$ cat config.mk
export PLATFORM = sky130hd
export DESIGN_NAME = lbdr_input_fifo
export DESIGN_NICKNAME = d
export VERILOG_FILES = /design/src/rtl/lbdr_input_fifo_pkg.sv /design/src/rtl/lbdr_fifo_checker.sv /design/src/rtl/lbdr_input_fifo.sv
export SDC_FILE = /design/constraint.sdc
export NUM_CORES = 1
export LEC_CHECK = 0
export CORE_UTILIZATION = 53
export DETAILED_ROUTE_END_ITERATION = 8
export HOLD_SLACK_MARGIN = 0.05
export PLACE_DENSITY = 0.79
export SLEW_MARGIN = 20
export SYNTH_ARGS = -nofsm -noshare
export SYNTH_HDL_FRONTEND = slang
export SYNTH_SLANG_ARGS = --single-unit
$ cat constraint.sdc
create_clock -name clk -period 4.6 [get_ports clk]
set_input_delay 0.92 -clock clk [delete_from_list [all_inputs] [get_ports clk]]
set_output_delay 0.92 -clock clk [all_outputs]
set_load 0.02 [all_outputs]
$ cat src/rtl/lbdr_input_fifo_pkg.sv
// lbdr_input_fifo_pkg: flit encodings, field widths and err bit indices shared by the input FIFO
package lbdr_input_fifo_pkg;
    typedef enum logic [2:0] {
        FLIT_HEADER = 3'b001,
        FLIT_BODY   = 3'b010,
        FLIT_TAIL   = 3'b100,
        FLIT_SINGLE = 3'b101
    } flit_t;
    localparam int ID_W    = 3;
    localparam int DST_W   = 4;
    localparam int ERR_OVF = 0;
    localparam int ERR_UDF = 1;
    localparam int ERR_SEQ = 2;
endpackage

$ cat src/rtl/lbdr_fifo_checker.sv
// lbdr_fifo_checker: sticky overflow/underflow/packet-sequence flags for the LBDR input FIFO
module lbdr_fifo_checker
    import lbdr_input_fifo_pkg::*;
(
    input  logic            clk,
    input  logic            rst,
    input  logic            valid_in,
    input  logic            wr_accept,
    input  logic            read_en,
    input  logic            empty,
    input  logic [ID_W-1:0] flit_id,
    output logic [2:0]      err
);
    logic       in_pkt;
    logic       in_pkt_nxt;
    logic       bad_seq;
    logic [2:0] set;
    // classify the incoming flit against the in-packet state and flag this cycle's violations
    always_comb begin
        bad_seq = (flit_id == FLIT_BODY || flit_id == FLIT_TAIL) ? !in_pkt :
                  (flit_id == FLIT_HEADER || flit_id == FLIT_SINGLE) ? in_pkt : 1'b1;
        in_pkt_nxt = !wr_accept ? in_pkt :
                     (flit_id == FLIT_HEADER) ? 1'b1 :
                     (flit_id == FLIT_TAIL || flit_id == FLIT_SINGLE) ? 1'b0 : in_pkt;
        set = '0;
        set[ERR_OVF] = valid_in && !wr_accept;
        set[ERR_UDF] = read_en && empty;
        set[ERR_SEQ] = wr_accept && bad_seq;
    end
    // flags accumulate until reset
    always_ff @(posedge clk or posedge rst) begin
        if (rst) begin
            err    <= '0;
            in_pkt <= 1'b0;
        end else begin
            err    <= err | set;
            in_pkt <= in_pkt_nxt;
        end
    end
endmodule

$ cat src/rtl/lbdr_input_fifo.sv
// lbdr_input_fifo: FWFT flit queue feeding LBDR, with credit return; checker built under LBDR_FIFO_CHECK_EN
module lbdr_input_fifo
    import lbdr_input_fifo_pkg::*;
#(
    parameter int DATA_WIDTH = 32,
    parameter int DEPTH      = 4
) (
    input  logic                  clk,
    input  logic                  rst,
    input  logic                  valid_in,
    input  logic [DATA_WIDTH-1:0] data_in,
    input  logic                  read_en,
    output logic [DATA_WIDTH-1:0] data_out,
    output logic [ID_W-1:0]       flit_id,
    output logic [DST_W-1:0]      dst_addr,
    output logic                  empty,
    output logic                  full,
    output logic                  credit_out,
    output logic [2:0]            err
);
    localparam int AW = $clog2(DEPTH);
    logic [DATA_WIDTH-1:0] mem [DEPTH];
    logic [AW:0]           wr_ptr;
    logic [AW:0]           rd_ptr;
    logic                  wr_accept;
    logic                  rd_accept;
    assign empty     = wr_ptr == rd_ptr;
    assign full      = (wr_ptr[AW-1:0] == rd_ptr[AW-1:0]) && (wr_ptr[AW] != rd_ptr[AW]);
    assign rd_accept = read_en && !empty;
    assign wr_accept = valid_in && (!full || read_en);
    assign data_out  = mem[rd_ptr[AW-1:0]];
    assign flit_id   = data_out[DATA_WIDTH-1 -: ID_W];
    assign dst_addr  = data_out[DATA_WIDTH-1-ID_W -: DST_W];
    // flit storage is deliberately left unreset
    always_ff @(posedge clk) begin
        if (wr_accept) mem[wr_ptr[AW-1:0]] <= data_in;
    end
    // pointers and credit pulse; reset drops all stored flits at once
    always_ff @(posedge clk or posedge rst) begin
        if (rst) begin
            wr_ptr     <= '0;
            rd_ptr     <= '0;
            credit_out <= 1'b0;
        end else begin
            wr_ptr     <= wr_ptr + (AW+1)'(wr_accept);
            rd_ptr     <= rd_ptr + (AW+1)'(rd_accept);
            credit_out <= rd_accept;
        end
    end
`ifdef LBDR_FIFO_CHECK_EN
    lbdr_fifo_checker u_checker (
        .clk       (clk),
        .rst       (rst),
        .valid_in  (valid_in),
        .wr_accept (wr_accept),
        .read_en   (read_en),
        .empty     (empty),
        .flit_id   (data_in[DATA_WIDTH-1 -: ID_W]),
        .err       (err)
    );
`else
    assign err = 3'b000;
`endif
endmodule

==> flow_summary.json <==
{
  "io_buffers": 77,
  "place_inst": 402,
  "p_leak_uw": 0.002172,
  "final.fill_count": 582,
  "n_antenna_cell": 0,
  "regToRegEndpoint": "mem[3][22]",
  "grt_util_all_layers": 0.1865,
  "grt_max_degree": 35,
  "initial_core_util": 0.5472,
  "firstDrtPassIters": 4,
  "setup_viol": 0,
  "crit_path_end": "data_out[10]",
  "endpoint_kind": "primary output",
  "dieArea_um2": 9980,
  "synth-seq-cells": 135,
  "crit_type": "reg -> out",
  "final_cells": 434,
  "insertion_delay_ns": 0.50,
  "post_cts_buffers": 0,
  "syn-mean-instance-area_um2": 24.54,
  "period_minus_slack_ns": 3.520,
  "routedWlPerCell_um": 19.28,
  "drv_slew": 0,
  "pre_cts_ws_ns": 1.578,
  "antenna_found_initial": 0,
  "dieWidth_um": 99.90,
  "p_per_area_nw_per_um2": 725.5,
  "clock_skew_ns": 0.006625,
  "syn_inst": 207,
  "cts_tree": "done",
  "rsz0062_at_grt": "no",
  "syn-cell-area_um2": 5080,
  "rows": 35,
  "grt_pass1_vias": 2419,
  "worst_hold_path_type": "reg -> reg",
  "ant_nets": 0,
  "route.met2.wl_um": 4350,
  "gp_congestion": 0.6762,
  "grt_pass1_wl_um": 12970,
  "die_y_um": 99.90,
  "status": "finished, final reports clean",
  "r2r-start": "rd_ptr[1]",
  "r2r_cells": 3,
  "numCtsBuffers": 17,
  "fmax_mhz": 284.1,
  "cts.clk_slew.worst_paths_ns": 0.06,
  "finalHoldViolCount": 0,
  "wl_met1_um": 3453,
  "highest_layer": "met4",
  "dr.first_iter.drc_count": 104,
  "core_um2": 9284,
  "grt_overflow": 0,
  "via_per_inst": 5.279,
  "seq_area_frac_synth": 0.7911,
  "yosys_warnings": 0,
  "area_growth_pct": 28.57,
  "whs_ns": 0.4937,
  "ys_types": 19,
  "critPathLaunch": "rd_ptr[0]",
  "clock-sinks": 135,
  "cts_hold_buffers": 0,
  "fin_crit_sh": 0.7653,
  "cts.htree.levels": 4,
  "io-pin-count": 81,
  "maxSlewHeadroom": 0.3234,
  "worstPathArrival_ns": 2.60,
  "max_slew.worst_pin.slew_ns": 1.012,
  "routed_wl_um": 8368,
  "crit_path_start_kind": "flip-flop",
  "drcViolationCount": 0,
  "clockBufferDepth": 2,
  "ctsResizeCount": 0,
  "finalSetupTns_ns": 0,
  "peakVddDrop_v": 0.0005631,
  "r2r_setup_slack_ns": 2.00,
  "drv_cap": 0,
  "cts_root_buf": "clkbuf_8",
  "fin_nets": 332,
  "path_max_fanout": 13,
  "wl_met3_um": 508,
  "layout-drive-gt1-share": 0.2492,
  "finalWorstSetupSlack_ns": 1.080,
  "num_vias": 2291,
  "cp.required_ns": 3.68,
  "hpwl_um": 4975
}
layer usage:
layer / vias up / GRT usage
met5: - / 0
met4: 0 / 0.05430
met3: 6 / 0.07521
met2: 87 / 0.3013
met1: 1180 / 0.2355
li1: 1018 / -
layout make-up:
class	count	area, um2	area share
clock buffer	17	414.1	0.06341
clock inverter	15	177.7	0.02720
inverter	2	7.507	0.001149
multi-input combinational	54	940.9	0.1441
sequential	135	4021	0.6157
tap	129	161.4	0.02471
timing repair buffer	82	808.3	0.1238
kinds of logic (layout without fill, tap and decap cells):
kind of cell               after synthesis  in the layout  share of synthesized area
and+or+nand+nor                          8              8                   0.008374
other                                    1              3                  0.0007382
DFF                                    135            135                     0.7911
buffers and inverters                   20            116                    0.02956
muxes                                   32             32                     0.1419
adders and majority gates                4              4                   0.009853
xor gates and xnor gates                 5              5                    0.01158
AOI/OAI and AO/OA                        2              2                   0.006898
report_power, final:
group	switching (uW)	internal [uW]
sequential	172	1640
clock	503	827
combinational	786	806
critical path: stages (launching register included):
cell and delay [ns]:
dfrtp_2 0.62, buf_4 0.34, mux4_2 0.55, clkdlybuf4s50_1 0.58
flip-flops by register name, summed over array words and instances, names as in the netlist:
| name | cells |
|---|---|
| mem | 128 |
| rd_ptr | 3 |
| wr_ptr | 3 |
| credit_out | 1 |
cell usage in the layout (no fill, tap or decap), types with 3 or more instances in the layout:
master           count
edfxtp_1           128
clkinvlp_4           3
conb_1               3
clkbuf_16           16
bufinv_16            3
clkinv_4             3
ha_1                 4
inv_6                3
buf_4                5
dfrtp_1              5
clkdlybuf4s50_1     77
mux4_2              32
Yosys cell counts, drive strengths merged:
cell | n | area [um2]
nor2 | 2 | 7.510
nor3b | 2 | 15.01
xor2 | 4 | 50.05
dfrtp | 7 | 175.2
nor3 | 2 | 10.01
a21boi | 1 | 7.510
nand2 | 1 | 3.750
mux4 | 32 | 720.7
xnor2 | 1 | 8.760
inv | 2 | 7.510
and2 | 1 | 6.260
o41ai | 1 | 27.53
edfxtp | 128 | 3844
conb | 1 | 3.750
buf | 18 | 142.6
ha | 4 | 50.05
worst min path at each step:
stage                     cells past startpoint  startpoint  slack [ns]         to
after CTS                                     1   rd_ptr[2]        0.50  rd_ptr[2]
after detailed placement                      1   rd_ptr[2]        0.48  rd_ptr[2]
after global routing                          1   wr_ptr[2]        0.52  wr_ptr[2]
after global placement                        1   wr_ptr[2]        0.48  wr_ptr[2]
final                                         1   rd_ptr[2]        0.49  rd_ptr[2]
after floorplan                               1   wr_ptr[2]        0.46  wr_ptr[2]
through the flow:
stage	util	instance area (um2)	power, uW
floorplan	-	5087	2839
global placement	0.6398	5939	3429
detailed placement	0.6398	5939	3453
CTS	0.7035	6531	4795
global route	0.7035	6531	4943
finish	0.7035	6531	4739
Note: power is estimated with default switching activity, not from simulation.
